[src/rtl/switch_input_ctrl_pkg.sv]
// -----------------------------------------------------------------------------
// cpuConfig -- shared configuration for the switch input controller.
//
// Holds the default data width, the default debounce length and the
// handshake FSM state type used by switch_input_ctrl.
//
// Build option: SWITCH_DEBOUNCE_EN (see debounce) selects whether the
// per-bit debounce counter is compiled in.
// -----------------------------------------------------------------------------
package cpuConfig;

   localparam int N               = 8;
   localparam int DEBOUNCE_CYCLES = 16;

   // Width of the per-bit stability counter; covers DEBOUNCE_CYCLES up to 65535.
   localparam int DB_CNT_W        = 16;

   // Positions of the control switches on the SW bus.
   localparam int SW_READY_BIT    = 8;
   localparam int SW_CLEAR_BIT    = 9;

   typedef enum logic [1:0] {
      IDLE         = 2'd0,
      VALID        = 2'd1,
      WAIT_RELEASE = 2'd2
   } swState_t;

endpackage : cpuConfig

[src/rtl/switch_input_ctrl_debounce.sv]
// -----------------------------------------------------------------------------
// debounce -- one switch bit: 2-flop synchronizer followed by an optional
// stability filter.
//
// Build option: SWITCH_DEBOUNCE_EN
//   defined   : the debounced value flips only after the synchronized value
//               has differed from it for DEBOUNCE_CYCLES consecutive cycles.
//   undefined : the debounced value is the synchronized value.
//
// Ports
//   clk       : system clock
//   nRst      : asynchronous active-low reset (clears every flop)
//   raw_i     : raw switch level, asynchronous to clk
//   sync_o    : synchronized level (second synchronizer flop)
//   db_o      : debounced level
//   db_next_o : level db_o will take after the next rising edge
// -----------------------------------------------------------------------------
module debounce #(
   parameter int DEBOUNCE_CYCLES = cpuConfig::DEBOUNCE_CYCLES
) (
   input  logic clk,
   input  logic nRst,
   input  logic raw_i,
   output logic sync_o,
   output logic db_o,
   output logic db_next_o
);

   logic sync1_q, sync1_d;
   logic sync2_q, sync2_d;

   always_comb begin
      sync1_d = raw_i;
      sync2_d = sync1_q;
   end

   always_ff @(posedge clk or negedge nRst) begin
      if (!nRst) begin
         sync1_q <= 1'b0;
         sync2_q <= 1'b0;
      end else begin
         sync1_q <= sync1_d;
         sync2_q <= sync2_d;
      end
   end

   assign sync_o = sync2_q;

`ifdef SWITCH_DEBOUNCE_EN
   localparam int CW = cpuConfig::DB_CNT_W;
   // The flip happens on the edge that would complete the DEBOUNCE_CYCLES-th
   // differing cycle, so the count only ever reaches DEBOUNCE_CYCLES-1.
   localparam logic [CW-1:0] CNT_LAST = CW'(DEBOUNCE_CYCLES - 1);

   logic          db_q,  db_d;
   logic [CW-1:0] cnt_q, cnt_d;

   always_comb begin
      db_d  = db_q;
      cnt_d = '0;                         // any match restarts the count
      if (sync2_q != db_q) begin
         if (cnt_q >= CNT_LAST) begin
            db_d  = sync2_q;
            cnt_d = '0;
         end else if (cnt_q != {CW{1'b1}}) begin
            cnt_d = cnt_q + 1'b1;
         end else begin
            cnt_d = cnt_q;                // saturate, never wrap
         end
      end
   end

   always_ff @(posedge clk or negedge nRst) begin
      if (!nRst) begin
         db_q  <= 1'b0;
         cnt_q <= '0;
      end else begin
         db_q  <= db_d;
         cnt_q <= cnt_d;
      end
   end

   assign db_o      = db_q;
   assign db_next_o = db_d;
`else
   assign db_o      = sync2_q;
   assign db_next_o = sync2_d;
`endif

endmodule : debounce

[src/rtl/switch_input_ctrl.sv]
// -----------------------------------------------------------------------------
// switch_input_ctrl -- captures a data word from board switches under a
// switch-driven ready/acknowledge handshake with the cpu.
//
// Build option: SWITCH_DEBOUNCE_EN enables per-bit debouncing inside the
// debounce instances; without it the capture latency is 3 edges.
//
// Ports
//   clk         : system clock, rising edge
//   nRst        : asynchronous active-low reset
//   SW[9:0]     : raw switches; SW[N-1:0] data, SW[8] data ready, SW[9] clear
//   switchesOut : captured data word
//   dataValid   : switchesOut holds a word not yet acknowledged
//   dataAck     : cpu consumed the word (only honoured in VALID)
//   busy        : FSM is not in IDLE
// -----------------------------------------------------------------------------
module switch_input_ctrl #(
   parameter int N               = cpuConfig::N,
   parameter int DEBOUNCE_CYCLES = cpuConfig::DEBOUNCE_CYCLES
) (
   input  logic         clk,
   input  logic         nRst,
   input  logic [9:0]   SW,
   output logic [N-1:0] switchesOut,
   input  logic         dataAck,
   output logic         dataValid,
   output logic         busy
);

   logic [N-1:0] data_sync;
   logic [N-1:0] data_db;
   logic [N-1:0] data_db_next;
   logic         rdy_sync, rdy_db, rdy_db_next;
   logic         clr_sync, clr_db, clr_db_next;

   for (genvar gi = 0; gi < N; gi++) begin : g_data
      debounce #(.DEBOUNCE_CYCLES(DEBOUNCE_CYCLES)) u_db (
         .clk       (clk),
         .nRst      (nRst),
         .raw_i     (SW[gi]),
         .sync_o    (data_sync[gi]),
         .db_o      (data_db[gi]),
         .db_next_o (data_db_next[gi])
      );
   end

   debounce #(.DEBOUNCE_CYCLES(DEBOUNCE_CYCLES)) u_rdy (
      .clk       (clk),
      .nRst      (nRst),
      .raw_i     (SW[cpuConfig::SW_READY_BIT]),
      .sync_o    (rdy_sync),
      .db_o      (rdy_db),
      .db_next_o (rdy_db_next)
   );

   debounce #(.DEBOUNCE_CYCLES(DEBOUNCE_CYCLES)) u_clr (
      .clk       (clk),
      .nRst      (nRst),
      .raw_i     (SW[cpuConfig::SW_CLEAR_BIT]),
      .sync_o    (clr_sync),
      .db_o      (clr_db),
      .db_next_o (clr_db_next)
   );

   // Data is captured from the synchronized level; the debounced data levels
   // and the raw bus beyond N exist only for completeness.
   logic unused_sig;
   assign unused_sig = ^{data_db, data_db_next, rdy_sync, rdy_db_next, clr_sync, SW};

   cpuConfig::swState_t state_q, state_d;
   logic [N-1:0]        data_q,  data_d;
   logic                valid_q, valid_d;
   logic                busy_q,  busy_d;

   always_comb begin
      state_d = state_q;
      data_d  = data_q;
      valid_d = valid_q;
      // Clear acts on the edge where its debounced level rises, ahead of
      // every other transition.
      if (clr_db_next) begin
         state_d = cpuConfig::IDLE;
         data_d  = '0;
         valid_d = 1'b0;
      end else begin
         unique case (state_q)
            cpuConfig::IDLE: begin
               if (rdy_db && !clr_db) begin
                  data_d  = data_sync;
                  valid_d = 1'b1;
                  state_d = cpuConfig::VALID;
               end
            end
            cpuConfig::VALID: begin
               if (dataAck) begin
                  valid_d = 1'b0;
                  state_d = cpuConfig::WAIT_RELEASE;
               end
            end
            cpuConfig::WAIT_RELEASE: begin
               if (!rdy_db) begin
                  state_d = cpuConfig::IDLE;
               end
            end
            default: begin
               state_d = cpuConfig::IDLE;
               data_d  = '0;
               valid_d = 1'b0;
            end
         endcase
      end
      busy_d = (state_d != cpuConfig::IDLE);
   end

   always_ff @(posedge clk or negedge nRst) begin
      if (!nRst) begin
         state_q <= cpuConfig::IDLE;
         data_q  <= '0;
         valid_q <= 1'b0;
         busy_q  <= 1'b0;
      end else begin
         state_q <= state_d;
         data_q  <= data_d;
         valid_q <= valid_d;
         busy_q  <= busy_d;
      end
   end

   assign switchesOut = data_q;
   assign dataValid   = valid_q;
   assign busy        = busy_q;

endmodule : switch_input_ctrl

[config.mk]
export PLATFORM = sky130hd
export DESIGN_NAME = switch_input_ctrl
export DESIGN_NICKNAME = d
export VERILOG_FILES = /design/src/rtl/switch_input_ctrl_pkg.sv /design/src/rtl/switch_input_ctrl_debounce.sv /design/src/rtl/switch_input_ctrl.sv
export SDC_FILE = /design/constraint.sdc
export NUM_CORES = 1
export LEC_CHECK = 0
export ABC_CLOCK_PERIOD_IN_PS = 1800
export BUFFER_PORTS_ARGS = -buffer_cell sky130_fd_sc_hd__buf_2
export CAP_MARGIN = 20
export CORE_ASPECT_RATIO = 0.9
export CORE_UTILIZATION = 30
export CTS_BUF_LIST = sky130_fd_sc_hd__clkbuf_16
export CTS_CLUSTER_SIZE = 24
export DETAILED_ROUTE_END_ITERATION = 7
export GPL_TIMING_DRIVEN = 0
export SYNTH_ARGS = -nofsm -noshare
export SYNTH_HDL_FRONTEND = slang
export SYNTH_SLANG_ARGS = --single-unit
[constraint.sdc]
create_clock -name clk -period 1.8 [get_ports clk]
set_clock_uncertainty 0.05 [all_clocks]
set_input_delay 0.18 -clock clk [delete_from_list [all_inputs] [get_ports clk]]
set_output_delay 0.18 -clock clk [all_outputs]
set_load 0.02 [all_outputs]
## Word-level counts from Yosys, hierarchy flattened

Index checks and enable logic that the tools add are counted.

- Flip-flop bits (word level): 32
- Bits of input ports: 13
- Output and inout bits: 10

- Equality and inequality tests: 6
- Muxes and demuxes: 12
- Reductions and logical operators: 7

Operators by type and width:

| operator | number |
|---|---|
| two-way mux 8 bit | 2 |
| case mux 8 bit (2 select lines) | 1 |
| two-way mux 2 bit | 4 |
| != test 3 x 2 -> 1 bit (second input constant) | 2 |
| case mux 2 bit (3 select lines) | 1 |
| != test 2 x 1 -> 1 bit (second input constant) | 2 |
| two-way mux 1 bit | 3 |
| case mux 1 bit (3 select lines) | 1 |
| AND reduction 3 bit | 1 |
| equality test 2 x 1 -> 1 bit (second input constant) | 1 |
| equality test 2 bit (second input constant) | 1 |
| zero test 2 bit | 1 |
| AND reduction 2 bit | 1 |
| nonzero test 2 bit | 1 |
| OR reduction 2 bit | 1 |
| logical AND 1 bit | 1 |
| zero test 1 bit | 1 |

## Longest topological paths before layout

Gate-level depths: netlist (run 1).

- Word-level depth: 6
- Gate-level depth with buffers: 6
- Gate-level depth less buffers: 5

## Hierarchy

Synthesis (run 1) repeated with hierarchy kept, for this count alone.

- Cell total of the unflattened synthesis: 93
- Area total of the unflattened synthesis: 1,236.2 sq um

By module, submodules not included:

| module | times used | cells an instance | area an instance (sq um) |
|---|---|---|---|
| switch_input_ctrl | 1 | 63 | 660.6 |
| debounce | 10 | 3 | 57.6 |

## Worst setup path after synthesis (run 1)

OpenSTA, ideal clock, no wires.

- Kind: flip-flop to flip-flop
- Start point: reg state_q[0]
- End point: reg data_q[0] (netlist: switchesOut[0])
- Library setup time: 0.079 ns
- Data arrival time: 1.399 ns
- Slack: 0.271 ns
- Cell stages (with the launch flop): 6
- Buffers on the path: 0
- Period minus slack after synthesis: 1.529 ns
- Cells stage by stage: dfrtp_1 -> inv_1 -> ha_1 -> nor2b_1 -> a31oi_4 -> mux2i_1

- Longest elaborated chain between the ends: 4
- Elaborated cells on any way between the ends: 9
- Classes of those cells: eq/ne: 4; mux: 2; reduce/logical: 3

RTL lines:

| what | RTL line | RTL |
|---|---|---|
| from (decl) | switch_input_ctrl.sv:70 | `cpuConfig::swState_t state_q, state_d;` |
| from (signal assigned) | switch_input_ctrl.sv:117 | `state_q <= cpuConfig::IDLE;` |
| from (signal assigned) | switch_input_ctrl.sv:122 | `state_q <= state_d;` |
| equality test 2 bit / equality test 2 x 1 -> 1 bit (equally long branches) | switch_input_ctrl.sv:86 | `unique case (state_q)` |
| OR reduction 2 bit (no source line) | n/a |  |
| case mux 8 bit (2 select lines) / != test 2 x 1 -> 1 bit (equally long branches) | n/a |  |
| two-way mux 8 bit / AND reduction 2 bit (equally long branches) | n/a |  |
| to (signal assigned) | switch_input_ctrl.sv:123 | `data_q <= data_d;` |
| to (decl) | switch_input_ctrl.sv:71 | `logic [N-1:0] data_q, data_d;` |

Parallel ways exist; a longest one is shown, timed or not.
A chain may end at the register's enable or synchronous reset.

## Final worst setup path (run 1)

- Start point: reg state_q[0]
- End point: reg data_q[6] (netlist: switchesOut[6])

The elaborated chain is that of the path after synthesis.

==> run metrics, run 1 <==
crit path kind flip-flop to flip-flop; pwr/cell area 1150 mW/mm^2; mean post-synth cell area 13.8 um^2; final setup margin about 0.18 ns; vias in the first global route 712; worst slew pin tran 0.678 ns; status completed; initial antenna violation count 0; fin crit period 1.62 ns; I/O pins 23; Post-Route WL around 1.9 mm; Core Footprint ~0.0037 mm^2; pre-CTS setup slack around 0.096 ns; vias between 700 and 800; total CTS buffers 5; Synth-to-Final Area Change 38.0%; die width about 68 um; Crit Path Max Fanout 8; xor/xnor cell area share of the yosys netlist 0%; NumNets Final between 100 and 150; DRT antenna net count 0; # setup viols final 0; multi-input logic area approximately 310 um^2; CP delay by family, top flip-flops; final setup TNS 0 ns; crit-path cells inv_1 > ha_1 > nor2b_1 > a31oi_4 > buf_12 > mux2i_1; sequential fraction of the synthesis area between 60% and 70%; Yosys reg bits 32; max-cap viol count 0; max-slew violation count 0; RSZ-0062 raised after global routing no; Leak around 0.81 nW; Rel. slew slack between 50% and 60%; maximum clock frequency 617 MHz; Worst Hold Class primary input to flip-flop; largest family of logic cells by synthesized area simple AND/OR/NAND/NOR gates; Die Ht slightly above 60 um; RD Place Congestion approximately 0.75; Hold Violations, Final 0; WP data required between 1.5 and 2 ns; CP max-delay cell dfrtp_1; fin crit share approximately nine tenths; CP startpoint kind flip-flop; Reg area approximately 800 um^2; # fillers between 300 and 400; Initial Utilization 31.4%; largest net degree at the start of global routing 33; Netlist cell types 19; complex-gate fraction of the synthesized area slightly below 6%; CTS tree built; fraction of layout cells with a size suffix above 1 26.2%; detailed router's first-iteration violation count 16; CP endpoint kind flip-flop; clk root buf clkbuf_16; HPWL after DPL around 1.3 mm; Cell Rows 21; diode count 0; simple-gate share of the synthesized area 7.75%; CP peak stage delay approximately 0.43 ns; WP buf/inv 2; Synth Net Count about 100; synthesized instance count 84; count of warnings emitted by yosys 0; synthesized area 0.00116 mm^2; DRC viols 0; H-tree depth 2; GRT Util Overall approximately 11%; utilization after layout 43.3%; Worst Path Arrival around 1.8 ns; GRT Residual Overflow 0; VDD IR-drop max about 0.56 mV; Clk Latency, worst-skew pair about 0.27 ns; clock-pin slew on the worst setup and hold paths ~0.050 ns; detailed-route wire length per cell between 10 and 15 um; drt via density 4.13; Pre-Repair DR Iteration Count 3; # port buffers 22; first-pass GRT wire length 3.22 mm; DIE AREA 0.00413 mm^2; adder-cell share of the synthesized area under 10%; Clock Tree Buf Depth 2; Sink Count 32; mux contribution to synthesized area between 6 and 7%
final cells by class:
type | count | area share [%]
flip-flops and latches | 32 | 49.9
inverters | 12 | 2.81
plain buffers | 1 | 0.234
multi-input cells | 39 | 19.5
repair buffers | 34 | 15.0
well taps | 46 | 3.59
clock buffers | 5 | 7.80
clock inverters | 3 | 1.17
stage by stage:
step / power, W / instance area (um^2) / std cells / hold slack [ns]
6_report: 0.00184 / 1600 / 172 / 0.290
5_1_grt: 0.00194 / 1600 / 172 / 0.311
4_1_cts: 0.00185 / 1580 / 171 / 0.269
3_5_place_dp: 0.00103 / 1330 / 152 / 0.210
3_3_place_gp: 0.00102 / 1330 / 152 / 0.186
2_1_floorplan: 0.000948 / 1160 / 84 / -0.166
repair_timing:
| action | 4_1_cts | 5_1_grt |
|---|---|---|
| buffers inserted | 0 | 1 |
| setup endpoints to repair | 0 | 7 |
| resized for setup | 0 | 0 |
| hold endpoints to repair | 42 | 0 |
| hold buffers | 11 | 0 |
routing by layer:
layer	GRT usage, %	part of all wire [%]	vias up
met3	4.81	5.4	4
met5	0	0	-
li1	-	-	349
met1	13.7	42	339
met4	7.29	2.4	0
met2	16.3	50	18
tightest hold or removal path: stages:
cell     delay (ns)
buf_2          0.10
a21oi_1        0.10
or2_1          0.13
nor2_1         0.05
power breakdown:
| part | internal [W] | total, W | leakage, nW | switching, W |
|---|---|---|---|---|
| logic | 0.000109 | 0.000245 | 0.346 | 0.000136 |
| registers | 0.000777 | 0.000803 | 0.392 | 0.0000258 |
| clock network | 0.000507 | 0.000796 | 0.0736 | 0.000288 |
logic make-up (layout without fill, tap and decap cells):
group	count (synthesis)	count (layout)
adders and majority gates	6	6
DFF	32	32
AOI/OAI and AO/OA	7	7
and+or+nand+nor	18	18
buffers and inverters	13	55
muxes	8	8
cells in the mapped netlist:
| cell type | instances | share of area, % |
|---|---|---|
| a211oi_1 | 1 | 0.65 |
| a21oi_1 | 1 | 0.43 |
| a221oi_1 | 1 | 0.75 |
| a31oi_1 | 1 | 0.54 |
| a31oi_4 | 1 | 1.8 |
| clkbuf_1 | 1 | 0.32 |
| dfrtp_1 | 32 | 69 |
| ha_1 | 6 | 6.5 |
| inv_1 | 12 | 3.9 |
| mux2i_1 | 8 | 6.9 |
| nand2_1 | 8 | 2.6 |
| nand2b_2 | 1 | 0.75 |
| nor2_1 | 1 | 0.32 |
| nor2b_1 | 3 | 1.6 |
| nor3_1 | 2 | 0.86 |
| o211a_1 | 1 | 0.86 |
| o32ai_1 | 1 | 0.75 |
| or2_1 | 2 | 1.1 |
| or3_1 | 1 | 0.54 |
placed cells by master, fill, tap and decap left out:
cell type / Yosys / layout
or3_1: 1 / 1
nor2b_1: 3 / 3
a31oi_4: 1 / 1
dfrtp_1: 32 / 32
a21oi_1: 1 / 1
inv_1: 12 / 12
nand2b_2: 1 / 1
o211a_1: 1 / 1
clkinv_2: 0 / 2
buf_2: 0 / 22
or2_1: 2 / 2
clkbuf_16: 0 / 5
o32ai_1: 1 / 1
dlygate4sd3_1: 0 / 11
ha_1: 6 / 6
a211oi_1: 1 / 1
nor2_1: 1 / 1
nor3_1: 2 / 2
nand2_1: 8 / 8
clkbuf_1: 1 / 1
clkinv_4: 0 / 1
a221oi_1: 1 / 1
mux2i_1: 8 / 8
buf_12: 0 / 1
a31oi_1: 1 / 1
sequential cells by signal, indices dropped and copies added (netlist names):
| name | count |
|---|---|
| busy | 1 |
| dataValid | 1 |
| g_data.u_db.db_next_o | 8 |
| g_data.u_db.db_o | 8 |
| state_q | 2 |
| switchesOut | 8 |
| u_clr.db_next_o | 1 |
| u_clr.db_o | 1 |
| u_rdy.db_next_o | 1 |
| u_rdy.db_o | 1 |
worst paths after layout:
| path | from | end | slack [ns] | cells after the start |
|---|---|---|---|---|
| max | state_q[0]$_DFF_PN0_ | switchesOut[6]$_DFFE_PN0P_ | 0.18 | 6 |
| min in group asynchronous | nRst | switchesOut[5]$_DFFE_PN0P_ | 0.43 | 2 |
| min | dataAck | state_q[1]$_DFF_PN0_ | 0.29 | 4 |
| max in group asynchronous | nRst | state_q[0]$_DFF_PN0_ | 0.83 | 2 |
| max reg2reg | state_q[0]$_DFF_PN0_ | switchesOut[6]$_DFFE_PN0P_ | 0.18 | 6 |
| min reg2reg | g_data[3].u_db.db_next_o$_DFF_PN0_ | g_data[3].u_db.db_o$_DFF_PN0_ | 0.30 | 0 |
Note: power is estimated with default switching activity, not from simulation.
==> run 2: changes to the inputs <==
Settings changed: CORE_MARGIN from default to 2, MAX_ROUTING_LAYER from default to met4.
==> run 2 against run 1 <==
Compared with the run above: utilization unchanged; setup slack better by 0.010 ns; design area unchanged; worst hold slack worse by 0.0069 ns; first-iteration DRC count up 69%; largest cell class unchanged.
==> run metrics, run 2 (synthesis results as in run 1) <==
drt via density 4.19 (+1.4%); HPWL after DPL 1.24 mm (-0.95%); origin of the critical flop-to-flop path state_q[0]$_DFF_PN0_; final setup margin 0.190 ns (+0.0101 ns); Reg2Reg Depth 6 (unchanged); Pre-Repair DR Iteration Count 4 (+1); RD Place Congestion 0.669 (-10%); Leak 0.811 nW (unchanged); Clk Latency, worst-skew pair 0.27 ns (about the same); CP Capture Point switchesOut[2]$_DFFE_PN0P_; I/O pins 23 (unchanged); # port buffers 22 (unchanged); R2R Setup Slk 0.19 ns (about the same); total CTS buffers 5 (unchanged); post_cts resized 0 (unchanged); Final Instance Area 0.00160 mm^2 (unchanged); CTS tree built; fin crit period 1.61 ns (-0.0101 ns); DRC viols 0 (unchanged); max-slew violation count 0 (unchanged); crit path kind flip-flop to flip-flop; RR Endpoint switchesOut[2]$_DFFE_PN0P_; diode count 0 (unchanged); largest net degree at the start of global routing 33 (unchanged); DRT antenna net count 0 (unchanged); pre-CTS setup slack 0.109 ns (+0.0120 ns); maximum clock frequency 621 MHz (+0.63%); number of stages on the worst setup path 6 (unchanged); fin crit share 89.4% (-0.56 points); detailed-route wire length per cell 10.3 um (-8.0%); # setup viols final 0 (unchanged); detailed router's first-iteration violation count 27 (+11); Worst Hold Class primary input to flip-flop; WP buf/inv 2 (unchanged); first-pass GRT wire length 3.32 mm (+3.2%); vias 720 (+1.4%); clk root buf clkbuf_16; fraction of layout cells with a size suffix above 1 26.2% (unchanged); NumNets Final 144 (unchanged); clock-pin slew on the worst setup and hold paths 0.05 ns (about the same); RSZ-0062 raised after global routing no; placed inst area 0.00133 mm^2 (unchanged); utilization after layout 43.3% (unchanged); CP delay by family, top flip-flops; final setup TNS 0 ns (unchanged); Core Footprint 0.00370 mm^2 (unchanged); crit path from state_q[0]$_DFF_PN0_; CP endpoint kind flip-flop; Initial Utilization 31.4% (unchanged); Rel. slew slack 55.7% (+0.88 points); worst slew pin tran 0.665 ns (-0.0132 ns); CP peak stage delay 0.42 ns (about the same); Cell Rows 21 (unchanged); GRT Residual Overflow 0 (unchanged); DIE AREA 0.00439 mm^2 (+6.3%); commonest non-fill, non-tap cell in the layout dfrtp_1; status completed; initial antenna violation count 0 (unchanged); Die Ht 63.1 um (+3.3%); pwr/cell area 1140 mW/mm^2 (-0.51%); Crit Path Max Fanout 8 (unchanged); Worst Path Arrival 1.75 ns (about the same); VDD IR-drop max 0.532 mV (-4.4%); hold_sp dataAck; Hold Violations, Final 0 (unchanged); Sink Count 32 (unchanged); CP max-delay cell dfrtp_1; GRT Util Overall 10.2% (-1.1 points); CP startpoint kind flip-flop; Synth-to-Final Area Change 38.0% (unchanged); crit-path cells inv_1 > ha_1 > nor2b_1 > a31oi_4 > buf_12 > mux2i_1; WP data required 1.94 ns (about the same); hold path depth 4 (unchanged); vias in the first global route 746 (+4.8%); die width 69.6 um (+3.0%); most frequent cells in the layout dfrtp_1, buf_2, inv_1; Post-Route WL 1.77 mm (-8.0%); Clock Tree Buf Depth 2 (unchanged); max-cap viol count 0 (unchanged); H-tree depth 2 (unchanged)
[run 2: cell counts in the layout (fill, tap and decap cells not counted)]
Identical to the previous run, type by type.
[run 2: worst min path at each step]
stage / end
2_1_floorplan: busy$_DFF_PN0_
3_3_place_gp: switchesOut[4]$_DFFE_PN0P_
3_5_place_dp: switchesOut[2]$_DFFE_PN0P_
4_1_cts: state_q[1]$_DFF_PN0_
5_1_grt: g_data[6].u_db.db_o$_DFF_PN0_
6_report: state_q[1]$_DFF_PN0_
[run 2: cell type report]
type,count,area [um^2]
Buffer,1,3.75
Clock buffer,5,125
Clock inverter,3,18.8
Fill cell,326,2100
Inverter,12,45.0
Multi-Input combinational cell,39,313
Sequential cell,32,801
Tap cell,46,57.6
Timing Repair Buffer,34,240
[run 2: where the power goes]
group | internal [W] | switching [W] | total, W
logic | 0.000109 | 0.000133 | 0.000242
registers | 0.000777 | 0.0000259 | 0.000803
clock network | 0.000507 | 0.000282 | 0.000789
total | 0.00139 | 0.000440 | 0.00183
[run 2: worst reg2reg max path, cell delays in order (launching register included)]
cell	delay (ns)
dfrtp_1	0.42
inv_1	0.11
ha_1	0.30
nor2b_1	0.15
a31oi_4	0.17
buf_12	0.15
mux2i_1	0.19
[run 2: what timing repair did]
action | CTS | global route
hold buffers | 11 | 0
endpoints found under the hold margin | 42 | 0
endpoints found under the setup margin | 0 | 4
setup buffers | 0 | 1
[run 2: per-stage QoR]
stage               hold slack (ns)  instances  power (W)
global placement              0.194        152    0.00102
global route                  0.305        172    0.00193
finish                        0.283        172    0.00183
detailed placement            0.202        152    0.00103
floorplan                    -0.166         84   0.000948
CTS                           0.271        171    0.00185
[run 2: layer usage]
layer	GRT usage, %	up-vias	part of all wire (%)
li1	-	350	-
met1	10.9	345	42
met2	16.1	23	51
met3	3.04	2	5.7
met4	7.21	0	1.2
met5	-	-	0
